$ cat src/rtl/spi_target_pkg.sv
// spi_target_pkg: shared types and constants for the SPI mode-0 target
package spi_target_pkg;
  localparam int SPI_BYTE_W = 8;
  localparam int SPI_CNT_W = $clog2(SPI_BYTE_W);
  localparam logic [SPI_BYTE_W-1:0] SPI_IDLE_BYTE = 8'hFF;
  typedef enum logic {IDLE, SHIFT} spi_target_state_t;
endpackage

$ cat src/rtl/spi_target_if.sv
// spi_target_if: byte-wide host port of the SPI target (slave = target side, master = host side)
interface spi_target_if;
  import spi_target_pkg::*;
  logic [SPI_BYTE_W-1:0] rx_data;
  logic rx_valid;
  logic [SPI_BYTE_W-1:0] tx_data;
  logic tx_valid;
  logic tx_ready;
  logic busy;
  logic tx_underrun;
  modport slave (
    output rx_data, rx_valid, tx_ready, busy, tx_underrun,
    input  tx_data, tx_valid
  );
  modport master (
    input  rx_data, rx_valid, tx_ready, busy, tx_underrun,
    output tx_data, tx_valid
  );
endinterface

$ cat src/rtl/spi_target_sync.sv
// spi_target_sync: STAGES-deep pin synchroniser with registered level and aligned rise/fall strobes
module spi_target_sync #(
  parameter int STAGES = 2,
  parameter logic RST_VAL = 1'b0
) (
  input  logic clk,
  input  logic reset,
  input  logic d,
  output logic level,
  output logic rise,
  output logic fall
);
  logic [STAGES-1:0] sync;
  always_ff @(posedge clk or posedge reset) begin
    if (reset) begin
      sync  <= {STAGES{RST_VAL}};
      level <= RST_VAL;
      rise  <= 1'b0;
      fall  <= 1'b0;
    end else begin
      sync  <= {sync[STAGES-2:0], d};
      level <= sync[STAGES-1];
      rise  <= sync[STAGES-1] & ~level;
      fall  <= ~sync[STAGES-1] & level;
    end
  end
endmodule

$ cat src/rtl/spi_target.sv
// spi_target: SPI mode-0 target with a valid/ready byte host port.
// Define SPI_TARGET_MISO_OE_EN to add spi_miso_oe and park MISO low while deselected.
module spi_target
  import spi_target_pkg::*;
#(
  parameter int SYNC_STAGES = 2,
  parameter logic [SPI_BYTE_W-1:0] IDLE_BYTE = SPI_IDLE_BYTE
) (
  input  logic clk,
  input  logic reset,
  input  logic spi_cs,
  input  logic spi_sclk,
  input  logic spi_mosi,
  output logic spi_miso,
`ifdef SPI_TARGET_MISO_OE_EN
  output logic spi_miso_oe,
`endif
  spi_target_if.slave host
);
`ifdef SPI_TARGET_MISO_OE_EN
  localparam logic MISO_IDLE = 1'b0;
`else
  localparam logic MISO_IDLE = 1'b1;
`endif
  localparam logic [SPI_CNT_W-1:0] LAST_BIT = SPI_CNT_W'(SPI_BYTE_W - 1);
  logic cs_lvl, cs_rise, cs_fall;
  logic sclk_rise, sclk_fall, mosi_lvl;
  logic sclk_lvl_unused, mosi_rise_unused, mosi_fall_unused;
  spi_target_sync #(.STAGES(SYNC_STAGES), .RST_VAL(1'b1)) u_cs (
    .clk, .reset, .d(spi_cs), .level(cs_lvl), .rise(cs_rise), .fall(cs_fall)
  );
  spi_target_sync #(.STAGES(SYNC_STAGES), .RST_VAL(1'b0)) u_sclk (
    .clk, .reset, .d(spi_sclk), .level(sclk_lvl_unused), .rise(sclk_rise), .fall(sclk_fall)
  );
  spi_target_sync #(.STAGES(SYNC_STAGES), .RST_VAL(1'b0)) u_mosi (
    .clk, .reset, .d(spi_mosi), .level(mosi_lvl), .rise(mosi_rise_unused), .fall(mosi_fall_unused)
  );
  spi_target_state_t state, state_nxt;
  logic [SPI_CNT_W-1:0] bit_cnt, bit_cnt_nxt;
  logic [SPI_BYTE_W-2:0] rx_sh, rx_sh_nxt, tx_sh, tx_sh_nxt;
  logic [SPI_BYTE_W-1:0] rx_data, rx_data_nxt, hold, hold_nxt, ld_byte;
  logic miso_nxt, rx_valid, rx_valid_nxt, underrun, underrun_nxt;
  logic hold_full, hold_full_nxt, load;
  // A load samples the holding register before this cycle's host write, so a same-cycle write waits for the next load
  always_comb begin
    state_nxt     = state;
    bit_cnt_nxt   = bit_cnt;
    rx_sh_nxt     = rx_sh;
    tx_sh_nxt     = tx_sh;
    miso_nxt      = spi_miso;
    rx_data_nxt   = rx_data;
    rx_valid_nxt  = 1'b0;
    underrun_nxt  = 1'b0;
    hold_nxt      = hold;
    hold_full_nxt = hold_full;
    load          = 1'b0;
    ld_byte       = hold_full ? hold : IDLE_BYTE;
    if (cs_rise) begin
      state_nxt   = IDLE;
      bit_cnt_nxt = '0;
      miso_nxt    = MISO_IDLE;
    end else if (state == IDLE) begin
      state_nxt = cs_fall ? SHIFT : IDLE;
      load      = cs_fall;
    end else begin
      if (sclk_rise) begin
        rx_sh_nxt    = {rx_sh[SPI_BYTE_W-3:0], mosi_lvl};
        bit_cnt_nxt  = bit_cnt + SPI_CNT_W'(1);
        rx_valid_nxt = bit_cnt == LAST_BIT;
        rx_data_nxt  = rx_valid_nxt ? {rx_sh, mosi_lvl} : rx_data;
      end
      if (sclk_fall) begin
        load      = bit_cnt == '0;
        tx_sh_nxt = load ? tx_sh : tx_sh << 1;
        miso_nxt  = load ? spi_miso : tx_sh[SPI_BYTE_W-2];
      end
    end
    if (load) begin
      tx_sh_nxt     = ld_byte[SPI_BYTE_W-2:0];
      miso_nxt      = ld_byte[SPI_BYTE_W-1];
      underrun_nxt  = !hold_full;
      hold_full_nxt = 1'b0;
    end
    if (host.tx_valid && !hold_full) begin
      hold_nxt      = host.tx_data;
      hold_full_nxt = 1'b1;
    end
  end
  always_ff @(posedge clk or posedge reset) begin
    if (reset) begin
      state     <= IDLE;
      bit_cnt   <= '0;
      rx_sh     <= '0;
      tx_sh     <= '0;
      spi_miso  <= MISO_IDLE;
      rx_data   <= '0;
      rx_valid  <= 1'b0;
      underrun  <= 1'b0;
      hold      <= '0;
      hold_full <= 1'b0;
    end else begin
      state     <= state_nxt;
      bit_cnt   <= bit_cnt_nxt;
      rx_sh     <= rx_sh_nxt;
      tx_sh     <= tx_sh_nxt;
      spi_miso  <= miso_nxt;
      rx_data   <= rx_data_nxt;
      rx_valid  <= rx_valid_nxt;
      underrun  <= underrun_nxt;
      hold      <= hold_nxt;
      hold_full <= hold_full_nxt;
    end
  end
`ifdef SPI_TARGET_MISO_OE_EN
  always_ff @(posedge clk or posedge reset) begin
    if (reset) spi_miso_oe <= 1'b0;
    else spi_miso_oe <= !cs_lvl;
  end
`endif
  assign host.rx_data     = rx_data;
  assign host.rx_valid    = rx_valid;
  assign host.tx_ready    = !hold_full;
  assign host.busy        = !cs_lvl;
  assign host.tx_underrun = underrun;
endmodule

$ cat src/flat_wrapper.sv
// flat-port wrapper written by rule: the top's interface ports become plain ports
module spi_target_flat import spi_target_pkg::*;
#(
  parameter int SYNC_STAGES = 2,
  parameter logic [SPI_BYTE_W-1:0] IDLE_BYTE = SPI_IDLE_BYTE
)
  (clk, reset, spi_cs, spi_sclk, spi_mosi, spi_miso, host_rx_data, host_rx_valid, host_tx_ready, host_busy, host_tx_underrun, host_tx_data, host_tx_valid);
  spi_target_if host_i ();
  input  logic clk;
  input  logic reset;
  input  logic spi_cs;
  input  logic spi_sclk;
  input  logic spi_mosi;
  output logic spi_miso;
  output wire logic [$bits(host_i.rx_data)-1:0] host_rx_data;
  output wire logic [$bits(host_i.rx_valid)-1:0] host_rx_valid;
  output wire logic [$bits(host_i.tx_ready)-1:0] host_tx_ready;
  output wire logic [$bits(host_i.busy)-1:0] host_busy;
  output wire logic [$bits(host_i.tx_underrun)-1:0] host_tx_underrun;
  input wire logic [$bits(host_i.tx_data)-1:0] host_tx_data;
  input wire logic [$bits(host_i.tx_valid)-1:0] host_tx_valid;
  assign host_rx_data = host_i.rx_data;
  assign host_rx_valid = host_i.rx_valid;
  assign host_tx_ready = host_i.tx_ready;
  assign host_busy = host_i.busy;
  assign host_tx_underrun = host_i.tx_underrun;
  assign host_i.tx_data = host_tx_data;
  assign host_i.tx_valid = host_tx_valid;
  spi_target #(.SYNC_STAGES(SYNC_STAGES), .IDLE_BYTE(IDLE_BYTE)) u_core (.clk(clk), .reset(reset), .spi_cs(spi_cs), .spi_sclk(spi_sclk), .spi_mosi(spi_mosi), .spi_miso(spi_miso), .host(host_i));
endmodule
$ cat config.mk
export PLATFORM = sky130hd
export DESIGN_NAME = spi_target_flat
export DESIGN_NICKNAME = d
export VERILOG_FILES = /design/src/rtl/spi_target_pkg.sv /design/src/rtl/spi_target_if.sv /design/src/rtl/spi_target_sync.sv /design/src/rtl/spi_target.sv /design/src/flat_wrapper.sv
export SDC_FILE = /design/constraint.sdc
export NUM_CORES = 1
export LEC_CHECK = 0
export CAP_MARGIN = 20
export CORE_MARGIN = 2
export CORE_UTILIZATION = 53
export DETAILED_ROUTE_END_ITERATION = 6
export PLACE_DENSITY = 0.77
export SLEW_MARGIN = 20
export SYNTH_ARGS = -nofsm -noshare
export SYNTH_HDL_FRONTEND = slang
export SYNTH_SLANG_ARGS = --single-unit
$ cat constraint.sdc
create_clock -name clk -period 1.8 [get_ports clk]
set_input_delay 0.18 -clock clk [delete_from_list [all_inputs] [get_ports clk]]
set_output_delay 0.18 -clock clk [all_outputs]
set_load 0.01 [all_outputs]
==> results.yml, run 1 <==
run_status:
  status: "finished, final reports clean"
sta:
  min_period_over_period_pct: 90.31
  fmax_mhz: 615.1
  setup_tns_ns: 0
  drv_slew: 0
  relSlewSlack_pct: 67.74
  hold_violations: 0
  fin_crit_ns: 1.626
  tightest_slew_ns: 0.4839
  skew_ns: 0.002268
  setup-violations-final: 0
  rsz0062_at_grt: "false"
power_and_ir_drop:
  p_int_mw: 2.175
  p_sw_share_pct: 25.23
  power.share.sequential_pct: 51.7
  p_leak_nw: 1.203
  vdd_drop_max_v: 0.0007131
  clkPwrFrac_pct: 31.6
  total_power_mw: 2.909
  p_sw_mw: 0.7340
  power_density_nw_per_um2: 1172
  pwr-share-comb_pct: 16.7
global_routing:
  grt_pass1_vias: 1278
  grt_start_max_net_pins: 23
  antenna_found_initial: 0
  grt_pass1_wl_um: 5699
  grtUsageTotal_pct: 17.90
  overflow: 0
drt:
  routed-wl-met3_um: 193
  ant_nets: 0
  drc: 0
  met1_length_um: 1407
  dr_wl_met2_um: 1575
  drt_iter0_drc: 50
  wl_um: 3239
  top_layer: "met4"
  drt-wirelength-per-cell_um: 14.08
  avgViaCountPerCell: 5.170
  drtPass1Iterations: 5
  vias: 1189
finish:
  drive_gt1_share_pct: 21.98
  syn_to_final_growth_pct: 23.00
  n_antenna_cell: 0
  fin_nets: 198
  fillCellCount: 270
die:
  die_w_um: 65.71
  ioPinCount: 27
  dieArea_um2: 4318
  num_rows: 22
  fp.coreArea_um2: 3661
  start_util_pct: 55.13
  die_y_um: 65.71
logic_synthesis:
  synth_most_common_cell: "dfrtp_1"
  syn-num-nets: 165
  synthTopCellsByCount: "dfrtp_1, inv_1, mux2_2, nand2_1"
  avgSynthCellArea_um2: 13.64
  synthesis.instances: 148
  ys_seq_area_share_pct: 63.48
  yosysUniqueCellTypes: 29
  async_reset_ff_share_pct: 100.0
  synth_area_leaders: "dfrtp_1, mux2_2, dfstp_2"
  synth_area_leader_cell: "dfrtp_1"
  syn_area_um2: 2018
  synth_edf_count: 0
  yosys_warnings: 0
  ys_ff_latch: 51
  synth_top_area_share_pct: 58.28
  synth_flop_cell: "dfrtp_1"
cts:
  numCtsBuffers: 5
  cts_buffer_depth: 2
  postCtsResizedCells: 0
  htreeDepth: 2
  cts_hold_buf: 0
  cts_setup_buffers: 0
  cts.sinks: 51
  insertion_delay_ns: 0.30
  clockRootBuffer: "clkbuf_8"
  cts_tree: "done"
  clkSlewWorstSetupHoldPaths_ns: 0.08
setup_path:
  cp.arrival_ns: 1.45
  path_class: "register to output pin"
  critPathCaptureType: "output pin"
  worst-path-max-fanout: 5
  start_kind: "register"
  cp.required_ns: 1.62
placement:
  dpl.hpwl_um: 2414
  gp_congestion: 0.7690
  io_buffers: 26
worst_hold_path:
  min_path_type: "input port to asynchronous set/reset pin"
job:
  maxCapViolations: 0
## cells in the final DEF, fill, tap and decap left out
cell / Yosys / routed
a211oi_4: 1 / 1
a21o_1: 1 / 1
a21oi_1: 3 / 3
a222oi_1: 6 / 6
a22o_1: 1 / 1
a31oi_1: 1 / 1
and2_1: 1 / 1
and2b_1: 1 / 1
buf_12: 0 / 1
buf_4: 0 / 2
bufinv_16: 0 / 2
clkbuf_8: 0 / 5
clkdlybuf4s50_1: 0 / 26
clkinvlp_4: 0 / 1
dfrtp_1: 47 / 47
dfstp_2: 4 / 4
ha_1: 3 / 3
inv_1: 19 / 18
inv_2: 1 / 2
mux2_2: 17 / 17
mux2i_1: 1 / 1
nand2_1: 10 / 10
nand2b_1: 2 / 2
nand2b_4: 1 / 1
nand3_1: 3 / 3
nand3b_4: 1 / 1
nand4b_4: 2 / 2
nor2_1: 6 / 6
nor2b_1: 4 / 4
nor4b_4: 1 / 1
o211ai_1: 1 / 1
o21ai_0: 6 / 6
xnor2_1: 1 / 1
## power by group through the flow
stage                     clock (mW)  combinational [mW]  sequential [mW]
after floorplan                    0               0.359             1.48
after global placement             0               0.449             1.51
after detailed placement           0               0.485             1.53
after CTS                      0.938               0.487             1.51
after global routing           0.990               0.544             1.53
final                          0.920               0.485             1.50
## cell families after synthesis
logic type,after synthesis,share of synthesized area [%]
simple gates,32,11.47
xor+xnor,1,0.4341
mux,18,9.981
buf+inv,23,5.083
fa+ha+maj,3,1.860
compound gates,20,7.688
flops,51,63.48
## critical path, cell delays in order, from the launching register on
cell             delay (ns)
dfrtp_1                0.43
inv_1                  0.15
clkdlybuf4s50_1        0.56
## flip-flops by register name, summed over array words and instances, names as in the netlist, 2 cells and up
name,flops
u_core.u_cs.sync,2
u_core.u_mosi.sync,2
u_core.hold,8
u_core.host.rx_data,8
u_core.u_sclk.sync,2
u_core.tx_sh,7
u_core.bit_cnt,3
u_core.rx_sh,7
## worst paths after layout
kind	start	endpoint	slack, ns	cells past startpoint
worst max register to register	u_core.bit_cnt[0]$_DFFE_PP0P_	u_core.tx_sh[3]$_DFFE_PP0P_	0.18	5
min in group clk	spi_cs	u_core.u_cs.sync[0]$_DFF_PP1_	0.27	1
max in group asynchronous	reset	u_core.tx_sh[4]$_DFFE_PP0P_	1.09	3
worst min register to register	u_core.u_mosi.sync[1]$_DFF_PP0_	u_core.u_mosi.level$_DFF_PP0_	0.36	0
worst max-delay path	u_core.hold_full$_DFFE_PP0P_	host_tx_ready	0.17	2
worst min-delay path	reset	u_core.hold[7]$_DFFE_PP0P_	0.20	2
## routing by layer
| layer | GRT usage (%) | vias up |
|---|---|---|
| met1 | 23.51 | 583 |
| met4 | 9.375 | 0 |
| met3 | 4.795 | 5 |
| met5 | 0 | - |
| met2 | 27.27 | 37 |
| li1 | - | 564 |
## final cells by class
type,instances,area [um^2],area share [%]
sequential,51,1281,51.61
multi-input combinational,74,634.4,25.55
clock inverter,3,67.56,2.722
clock buffer,5,68.82,2.772
tap,48,60.06,2.419
inverter,20,75.07,3.024
timing repair buffer,29,295.3,11.90
## per-stage QoR
step | worst slack, ns | util [%] | hold slack [ns] | instances | area (um^2)
6_report | 0.1744 | 67.81 | 0.2030 | 230 | 2482
5_1_grt | 0.08205 | 67.81 | 0.2265 | 230 | 2482
4_1_cts | 0.1598 | 67.81 | 0.2169 | 230 | 2482
3_5_place_dp | 0.1818 | 64.08 | 0.3420 | 222 | 2346
3_3_place_gp | 0.3232 | 64.08 | 0.3323 | 222 | 2346
2_1_floorplan | 0.3971 | - | 0.1845 | 148 | 2018
Note: power is estimated with default switching activity, not from simulation.
==> run 2, diff against run 1 <==
CORE_UTILIZATION = 48   (was 53)
PLACE_DENSITY = 0.74   (was 0.77)
clock period = 1.4 ns   (was 1.8 ns; I/O delays follow)
==> results.yml, run 2 (synthesized netlist as in run 1, its figures left out) <==
power_and_ir_drop:
  power_density_nw_per_um2: 1400
  vdd_drop_max_v: 0.0007500
  p_leak_nw: 1.333
drt:
  avgViaCountPerCell: 5.207
  wl_um: 3935
  drc: 0
  drtPass1Iterations: 4
  vias: 1260
  drt-wirelength-per-cell_um: 16.26
  drt_iter0_drc: 92
  ant_nets: 0
worst_hold_path:
  min_path_type: "input port to asynchronous set/reset pin"
global_routing:
  grtUsageTotal_pct: 18.48
  overflow: 0
  grt_pass1_wl_um: 6141
  grt_pass1_vias: 1273
  grt_start_max_net_pins: 52
  antenna_found_initial: 0
setup_path:
  path_cells: "inv_2 -> ha_4 -> and2b_2 -> nor4b_4 -> buf_4 -> a222oi_1"
  path_class: "register to register"
  cp.arrival_ns: 1.67
  r2r_slack_ns: -0.1
  reg2regPathDepth: 6
  r2r-end: "u_core.tx_sh[6]$_DFFE_PP0P_"
  start_kind: "register"
  slowest_delay_ns: 0.42
  critPathSlowestCell: "dfrtp_1"
  cp.required_ns: 1.57
  reg2reg_from: "u_core.bit_cnt[0]$_DFFE_PP0P_"
  critPathCaptureType: "register"
  worst-path-max-fanout: 6
job:
  maxCapViolations: 0
sta:
  setup_tns_ns: -1.100
  rsz0062_at_grt: "true"
  min_period_over_period_pct: 106.9
  fin_crit_ns: 1.496
  tightest_slew_ns: 0.3810
  skew_ns: 0.003749
  holdWs_ns: 0.1841
  worst_slack_ns: -0.09638
  fmax_mhz: 668.3
  relSlewSlack_pct: 74.60
  drv_slew: 0
  hold_violations: 0
  setup-violations-final: 14
finish:
  fin_cells: 242
  design_area_um2: 2634
  final_common_cell: "dfrtp_1"
  drive_gt1_share_pct: 30.73
  fin_nets: 208
  top_regs: "u_core.hold: 8 flops, u_core.host.rx_data: 8 flops"
  most-common-layout-cells: "dfrtp_1, clkdlybuf4s50_1, inv_1, nand2_1, buf_4"
  n_antenna_cell: 0
  syn_to_final_growth_pct: 30.50
placement:
  gp_congestion: 0.8330
  postPlaceCellArea_um2: 2386
  dpl.hpwl_um: 2528
  io_buffers: 26
  dp_cells: 229
  pre_cts_ws_ns: -0.1110
die:
  fp.coreArea_um2: 4029
  num_rows: 23
  ioPinCount: 27
  dieArea_um2: 4739
  die_w_um: 68.84
  die_y_um: 68.84
  start_util_pct: 50.09
cts:
  numCtsBuffers: 5
  cts_buffer_depth: 2
  clkSlewWorstSetupHoldPaths_ns: 0.09
  cts.sinks: 51
  clockRootBuffer: "clkbuf_8"
  htreeDepth: 2
  cts_tree: "done"
  cts_hold_buf: 0
  insertion_delay_ns: 0.30
run_status:
  status: "finished with violations"
  violations: "negative setup slack"
==> run 2: changes by cell type in the layout (fill, tap and decap cells not counted), moves of 5 or more <==
| cell | delta |
|---|---|
| buf_4 | +8 |
| mux2_2 | -8 |
| clkdlybuf4s50_1 | -5 |
| mux2_4 | +8 |
==> run 2: what timing repair did <==
action / CTS / global route
pin swaps: 3 / 3
endpoints found under the setup margin: 18 / 18
gates cloned: 1 / 0
resized for setup: 11 / 16
buffers inserted: 2 / 2
==> run 2: how the worst max path moves through the flow <==
stage	end	cells past startpoint	startpoint
after floorplan	u_core.tx_sh[1]$_DFFE_PP0P_	5	u_core.bit_cnt[0]$_DFFE_PP0P_
after global placement	u_core.tx_sh[6]$_DFFE_PP0P_	5	u_core.bit_cnt[0]$_DFFE_PP0P_
after detailed placement	u_core.tx_sh[1]$_DFFE_PP0P_	5	u_core.bit_cnt[1]$_DFFE_PP0P_
after CTS	u_core.tx_sh[1]$_DFFE_PP0P_	6	u_core.bit_cnt[1]$_DFFE_PP0P_
after global routing	u_core.tx_sh[6]$_DFFE_PP0P_	6	u_core.bit_cnt[0]$_DFFE_PP0P_
final	u_core.tx_sh[6]$_DFFE_PP0P_	6	u_core.bit_cnt[0]$_DFFE_PP0P_
==> run 2: worst max-delay path, delay by kind of cell (launching register included) <==
kind,cells,cell delay (ns)
buf+inv,2,0.26
compound gates,1,0.09
fa+ha+maj,1,0.17
flops,1,0.42
simple gates,2,0.43
==> run 2: metrics by stage <==
step	utilization, %	total power [mW]
after floorplan	-	2.367
after global placement	59.22	2.571
after detailed placement	59.22	2.631
after CTS	63.32	3.676
after global routing	65.37	3.910
final	65.37	3.687
==> run 2: per-layer routing <==
metal  GRT usage [%]  up-vias  part of all wire (%)
met5               0        -                     0
met1           22.79      627                    43
met4           6.618        0                   2.1
li1                -      588                     -
met3           6.169        8                   5.4
met2           30.41       37                    49
==> run 2: layout make-up <==
type	instances	area, um^2
clock buffer	6	82.58
clock inverter	2	35.03
fill	283	1395
inverter	20	75.07
multi-input combinational	75	726.9
sequential	51	1284
tap	50	62.56
timing repair buffer	38	367.9
==> run 2: power by group <==
group / switching [mW] / internal, mW / leakage, nW / total [mW]
clock network: 0.462 / 0.578 / 0.0612 / 1.04
logic: 0.343 / 0.361 / 0.642 / 0.704
registers: 0.168 / 1.78 / 0.630 / 1.94
total: 0.972 / 2.72 / 1.33 / 3.69
